<file path="config.mk">
export PLATFORM = sky130hd
export DESIGN_NAME = ltc2308_responder
export DESIGN_NICKNAME = d
export VERILOG_FILES = /design/src/rtl/ltc2308_responder.sv
export SDC_FILE = /design/constraint.sdc
export NUM_CORES = 1
export LEC_CHECK = 0
export CORE_ASPECT_RATIO = 2
export CORE_MARGIN = 3
export CORE_UTILIZATION = 47
export CTS_BUF_LIST = sky130_fd_sc_hd__clkbuf_2 sky130_fd_sc_hd__clkbuf_4 sky130_fd_sc_hd__clkbuf_8
export DETAILED_ROUTE_END_ITERATION = 10
export GPL_TIMING_DRIVEN = 1
export PLACE_DENSITY = 0.8
export SLEW_MARGIN = 20
export SYNTH_ARGS = -nofsm -noshare
export SYNTH_HDL_FRONTEND = slang
export SYNTH_SLANG_ARGS = --single-unit
</file>
<file path="constraint.sdc">
create_clock -name clk -period 2.25 [get_ports clk]
set_clock_uncertainty 0.1 [all_clocks]
set_input_delay 0.675 -clock clk [delete_from_list [all_inputs] [get_ports clk]]
set_output_delay 0.675 -clock clk [all_outputs]
set_load 0.01 [all_outputs]
</file>
<file path="src/rtl/ltc2308_responder.sv">
// Slave-side LTC2308 emulator: oversamples CONVST/SCK/SDI, models conversion latency,
// captures the 6-bit config word and shifts channel data out MSB-first on SDO.
module ltc2308_responder #(
  parameter int unsigned DATA_BITS   = 12,
  parameter int unsigned T_CONV      = 64,
  parameter int unsigned SYNC_STAGES = 2
) (
  input  logic                   clk,
  input  logic                   reset_n,
  input  logic [8*DATA_BITS-1:0] ch_data,
  input  logic                   adc_convst,
  input  logic                   adc_sck,
  input  logic                   adc_sdi,
  output logic                   adc_sdo,
  output logic                   busy,
  output logic                   cfg_valid,
  output logic [5:0]             active_cfg,
  output logic [15:0]            frame_cnt,
  output logic                   proto_err,
  input  logic                   err_clr
);

  localparam int unsigned CNT_W     = $clog2(T_CONV + 1);
  localparam int unsigned BIT_W     = $clog2(DATA_BITS + 1);
  localparam int unsigned CFG_BITS  = 6;
  localparam logic [5:0]  CFG_RESET = 6'b100010;

  typedef enum logic [1:0] {IDLE, CONVERT, READY, SHIFT} state_t;

  state_t                 state, state_d;
  logic [SYNC_STAGES-1:0] convst_sync, sck_sync, sdi_sync;
  logic                   convst_prev, sck_prev;
  logic                   convst_rise, sck_rise, sck_fall, sdi_s;

  logic [DATA_BITS-1:0]   conv_data, conv_data_d, sel_data, conv_shifted;
  logic [CNT_W-1:0]       conv_cnt, conv_cnt_d;
  logic [BIT_W-1:0]       rise_cnt, rise_cnt_d, fall_cnt, fall_cnt_d;
  logic [CFG_BITS-1:0]    cfg_shift, cfg_shift_d;
  logic                   cfg_pend, cfg_pend_d;
  logic [2:0]             ch_sel;

  logic                   adc_sdo_d, busy_d, cfg_valid_d, proto_err_d, err_set;
  logic [5:0]             active_cfg_d;
  logic [15:0]            frame_cnt_d;

  // Pin synchronizers plus edge-detect history
  always_ff @(posedge clk) begin
    if (!reset_n) begin
      convst_sync <= '0;
      sck_sync    <= '0;
      sdi_sync    <= '0;
      convst_prev <= 1'b0;
      sck_prev    <= 1'b0;
    end else begin
      convst_sync <= {convst_sync[SYNC_STAGES-2:0], adc_convst};
      sck_sync    <= {sck_sync[SYNC_STAGES-2:0], adc_sck};
      sdi_sync    <= {sdi_sync[SYNC_STAGES-2:0], adc_sdi};
      convst_prev <= convst_sync[SYNC_STAGES-1];
      sck_prev    <= sck_sync[SYNC_STAGES-1];
    end
  end

  assign convst_rise = convst_sync[SYNC_STAGES-1] & ~convst_prev;
  assign sck_rise    = sck_sync[SYNC_STAGES-1] & ~sck_prev;
  assign sck_fall    = ~sck_sync[SYNC_STAGES-1] & sck_prev;
  assign sdi_s       = sdi_sync[SYNC_STAGES-1];

  // Single-ended address {O/S,S1,S0} maps to channel {S1,S0,O/S}
  assign ch_sel   = {active_cfg[3], active_cfg[2], active_cfg[4]};
  assign sel_data = active_cfg[5] ? ch_data[32'(ch_sel)*DATA_BITS +: DATA_BITS] : '0;

  always_ff @(posedge clk) begin
    if (!reset_n) begin
      state      <= IDLE;
      conv_data  <= '0;
      conv_cnt   <= '0;
      rise_cnt   <= '0;
      fall_cnt   <= '0;
      cfg_shift  <= '0;
      cfg_pend   <= 1'b0;
      adc_sdo    <= 1'b0;
      busy       <= 1'b0;
      cfg_valid  <= 1'b0;
      active_cfg <= CFG_RESET;
      frame_cnt  <= '0;
      proto_err  <= 1'b0;
    end else begin
      state      <= state_d;
      conv_data  <= conv_data_d;
      conv_cnt   <= conv_cnt_d;
      rise_cnt   <= rise_cnt_d;
      fall_cnt   <= fall_cnt_d;
      cfg_shift  <= cfg_shift_d;
      cfg_pend   <= cfg_pend_d;
      adc_sdo    <= adc_sdo_d;
      busy       <= busy_d;
      cfg_valid  <= cfg_valid_d;
      active_cfg <= active_cfg_d;
      frame_cnt  <= frame_cnt_d;
      proto_err  <= proto_err_d;
    end
  end

  always_comb begin
    state_d      = state;
    conv_data_d  = conv_data;
    conv_cnt_d   = conv_cnt;
    rise_cnt_d   = rise_cnt;
    fall_cnt_d   = fall_cnt;
    cfg_shift_d  = cfg_shift;
    cfg_pend_d   = 1'b0;
    adc_sdo_d    = adc_sdo;
    cfg_valid_d  = 1'b0;
    active_cfg_d = active_cfg;
    frame_cnt_d  = frame_cnt;
    err_set      = 1'b0;
    conv_shifted = conv_data << (fall_cnt + BIT_W'(1));

    // Config word captured on the 6th rise commits one clk later
    if (cfg_pend) begin
      active_cfg_d = cfg_shift;
      cfg_valid_d  = 1'b1;
    end

    // CONVST rise preempts everything, including a same-cycle SCK edge
    if (convst_rise) begin
      conv_data_d = sel_data;
      conv_cnt_d  = CNT_W'(T_CONV - 1);
      rise_cnt_d  = '0;
      fall_cnt_d  = '0;
      cfg_shift_d = '0;
      adc_sdo_d   = 1'b0;
      state_d     = CONVERT;
      if (state == SHIFT) err_set = 1'b1;
    end else begin
      case (state)
        CONVERT: begin
          if (sck_rise || sck_fall) err_set = 1'b1;
          if (conv_cnt == '0) begin
            state_d   = READY;
            adc_sdo_d = conv_data[DATA_BITS-1];
          end else begin
            conv_cnt_d = conv_cnt - CNT_W'(1);
          end
        end
        READY: begin
          if (sck_rise) begin
            state_d     = SHIFT;
            rise_cnt_d  = BIT_W'(1);
            cfg_shift_d = {cfg_shift[CFG_BITS-2:0], sdi_s};
          end
        end
        SHIFT: begin
          if (sck_rise) begin
            if (rise_cnt != '1) rise_cnt_d = rise_cnt + BIT_W'(1);
            if (rise_cnt < BIT_W'(CFG_BITS)) begin
              cfg_shift_d = {cfg_shift[CFG_BITS-2:0], sdi_s};
              if (rise_cnt == BIT_W'(CFG_BITS - 1)) cfg_pend_d = 1'b1;
            end
          end
          if (sck_fall) begin
            fall_cnt_d = fall_cnt + BIT_W'(1);
            if (fall_cnt == BIT_W'(DATA_BITS - 1)) begin
              adc_sdo_d   = 1'b0;
              frame_cnt_d = frame_cnt + 16'd1;
              state_d     = IDLE;
            end else begin
              adc_sdo_d = conv_shifted[DATA_BITS-1];
            end
          end
        end
        default: ;
      endcase
    end

    busy_d      = (state_d == CONVERT);
    proto_err_d = err_clr ? 1'b0 : (proto_err | err_set);
  end

endmodule

</file>
==> run summary <==
The run gives 0.15 ns as the worst-case register-to-register setup slack. The largest individual stage delay along the critical path comes from the cell clkdlybuf4s50_1. Data arrives at the worst endpoint at 1.36 ns. The logs give 3,396 for the via count of the first global-routing pass and 0 for the count of pins over their slew limit.

The first global-routing pass estimated 15,400 um of wire. A synthesized cell averages 9.93 um^2. The minimum setup slack in the final design came out at 0.114 ns. The critical path in this run is classified as register to output pin. Of all cell types, the one taking the most synthesized area is dfxtp_1. Counting the buffers created by CTS gives 9.

For the pin with the worst max-slew slack, the measured transition is 0.527 ns. Number of enable-type register cells in the synthesized netlist: 0. Setup violations remaining at the end of the flow were counted as 0. The floorplan has 45 rows.

The total number of vias was 3,291. The area share of the largest cell type after synthesis came out at 0.381. Setup repair after global routing left no endpoint under its margin. TritonCTS built the clock tree. The share of flip-flops with an asynchronous set or reset was 0.

For this run, the number of Yosys warnings is 0. The run gives 370 as the post-synthesis cell count. The congestion estimate from routability-driven global placement came to 0.834. For the initial standard-cell utilization of the core, the log shows 0.483. Dividing the detail-routed via count by the number of cells gives 5.49. Static timing analysis puts the maximum clock frequency at 0.468 GHz. For this block, the initial DRC count from the detailed router was 168. The number of antenna repair diodes came out at 0. Entering global routing, the biggest net connects 29 pins. The flow ran to the end, and the final reports show no timing, DRC or antenna violations. The run gives 0 as the initial antenna violation count.

After filler insertion, the fill cell instance count of the layout stands at 578. Beginning of the worst hold path: sck_sync[0]. The total congestion overflow came out at 0.

For the worst-skew pair, the clock arrives at the later sink with an insertion delay of 0.36 ns. The post-detailed-placement cell area is 5100 um^2. Power spread over the standard cell area amounts to 527 nW/um^2. Data on the critical path is required at its endpoint by 1.47 ns. Fraction of final layout cells sized beyond drive strength 1: 0.136. Dividing the detail-routed wire length by the instance count gives 16.5 um. The minimum clock period after layout is 2.14 ns, and the maximum VDD drop is 0.000362 V.

Counting every net in the synthesized netlist gives 480. The type of destination of the critical path was an output pin. The run gives 5340 um^2 as the cell area after layout. The most critical setup path has its startpoint at frame_cnt[2]. The area added between synthesis and finish is 45.3%. The pre-antenna-repair detailed-routing pass consisted of 4 iterations. Port buffering added 127 buffers. The die covers 8980 um^2.

From bottom edge to top edge, the die measures 131 um. OpenSTA, run right after detailed placement, puts the worst setup slack at 0.0527 ns. For the maximum root-to-sink buffer count, the log shows 2.

The peak fanout along the critical path is 6, and the non-filler instance count after layout is 600. In the synthesized netlist the dominant register cell turns out to be dfxtp_1. The cell family contributing the most delay on the critical path is buffers and inverters. STA classifies the critical path startpoint as a register. In this run the remaining antenna-violating nets after routing total 0.

Clock tree synthesis found a total of 70 sinks. The overall routing resource usage is 0.230, and the total number of nets in the final design is 611. The tightest min-delay check is of the register to register type. Post-CTS timing repair inserted 0 buffers for setup. Max-cap violations in this run came to 0.

Walking the worst path, the cells encountered are clkdlybuf4s50_1. The instance count after placement with tap cells included is 584. The region available for standard cell placement spans 7600 um^2. The die width was 68.5 um. The synthesized netlist occupies a cell area of 3670 um^2. After synthesis the netlist holds a flip-flop and latch count of 70. Buffers plus inverters on the worst setup path: 1. For this design the top-level I/O count stands at 128. Yosys attributes the largest share of cell area to dfxtp_1 (38%), mux4_2 (15%), mux2i_1 (8.2%).

The most numerous cell in the Yosys netlist was dfxtp_1. Setup total negative slack on the finished layout was measured at 0 ns. Post-route clock period utilization: 0.949.

The tools report the source of the worst register-to-register timing path as fall_cnt[1]. The proportion of synthesized chip area in sequential cells is 0.381, and the detailed-route wire length is 9880 um. For the hold buffer count at cts, the log shows 0. Summed over all cells, the static leakage comes to 0.00192 uW. The largest single stage delay on the critical path is 0.57 ns.

The remaining routing DRC violations is 0, and the tightest slew margin relative to the limit is 0.645. The final HPWL from detailed placement came out at 8000 um. The clock-pin slew of the registers on the worst-case setup and hold paths was 0.08 ns. The root cell of the clock tree was clkbuf_8.

The completed layout was analyzed and its total power is 2810 uW. The logs give 0 for the hold violation total from the final report and 44 for the count of cell types in the netlist. CTS built an H-tree with a depth of 3. Counting instances in the post-synthesis netlist gives the leading cell types as dfxtp_1 (70), nor2_1 (42), mux2i_1 (30), nand2_1 (30), mux4_2 (25).
logic make-up (layout without fill, tap and decap cells):
group,Yosys count,in the layout,share of synthesized area
AOI/OAI and AO/OA,48,48,0.0773
xor gates and xnor gates,23,23,0.0548
adders and majority gates,8,8,0.0272
buffers and inverters,30,166,0.0337
DFF,70,70,0.381
muxes,56,56,0.238
and+or+nand+nor,135,135,0.187
final timing paths:
path              depth (start not counted)             to
hold / removal                            1    sck_sync[1]
hold reg to reg                           1    sck_sync[1]
setup / recovery                          1   frame_cnt[2]
setup reg to reg                          6  frame_cnt[15]
sequential cells by signal, summed over array words and instances, names as in the netlist:
register / flops
conv_data: 12
cfg_valid: 1
cfg_shift: 6
rise_cnt: 4
sdi_sync: 2
convst_prev: 1
active_cfg: 6
state: 2
conv_cnt: 7
busy: 1
adc_sdo: 1
proto_err: 1
cfg_pend: 1
frame_cnt: 16
fall_cnt: 4
sck_prev: 1
sck_sync: 2
convst_sync: 2
cells in the final DEF (no fill, tap or decap), drive strengths merged, types with 2 or more instances in the layout:
master / n
a211oi: 2
a21o: 2
a21oi: 18
and2: 12
and3: 5
and3b: 2
and4: 2
buf: 16
bufinv: 2
clkbuf: 10
clkdlybuf4s50: 127
clkinvlp: 2
dfxtp: 70
ha: 8
inv: 9
mux2i: 30
mux4: 25
nand2: 30
nand2b: 2
nand3: 16
nand4: 5
nor2: 42
nor2b: 3
nor3: 7
nor4: 3
o21ai: 16
o21bai: 2
o31ai: 2
or2: 2
xnor2: 7
xor2: 16
metrics by stage:
stage / hold slack [ns] / util
4_1_cts: 0.344 / 0.701
2_1_floorplan: 0.312 / -
5_1_grt: 0.359 / 0.702
6_report: 0.344 / 0.702
3_5_place_dp: 0.325 / 0.671
3_3_place_gp: 0.317 / 0.671
cell type report:
| class | instances | area, um^2 | area share |
|---|---|---|---|
| clock buffer | 10 | 138 | 0.0258 |
| clock inverter | 6 | 92.6 | 0.0174 |
| inverter | 7 | 26.3 | 0.00492 |
| multi-input combinational | 270 | 2160 | 0.404 |
| sequential | 70 | 1400 | 0.263 |
| tap | 94 | 118 | 0.0220 |
| timing repair buffer | 143 | 1400 | 0.263 |
report_power, final:
part	switching, uW	leakage, uW	internal (uW)
Clock	506	0.000110	662
Sequential	19.0	0.000568	1270
Combinational	118	0.00124	242
routing by layer:
| layer | vias up | track usage | routed length [um] | share of wire |
|---|---|---|---|---|
| li1 | 1585 | - | - | - |
| met1 | 1535 | 0.221 | 3400 | 0.34 |
| met2 | 148 | 0.431 | 5610 | 0.57 |
| met3 | 23 | 0.0530 | 531 | 0.054 |
| met4 | 0 | 0.118 | 338 | 0.034 |
| met5 | - | 0 | 0 | 0 |
what timing repair did:
action,CTS,global route
endpoints found under the setup margin,1,5
pin swaps,0,1
gates resized for setup,1,2
(Power assumes the default switching activity.)
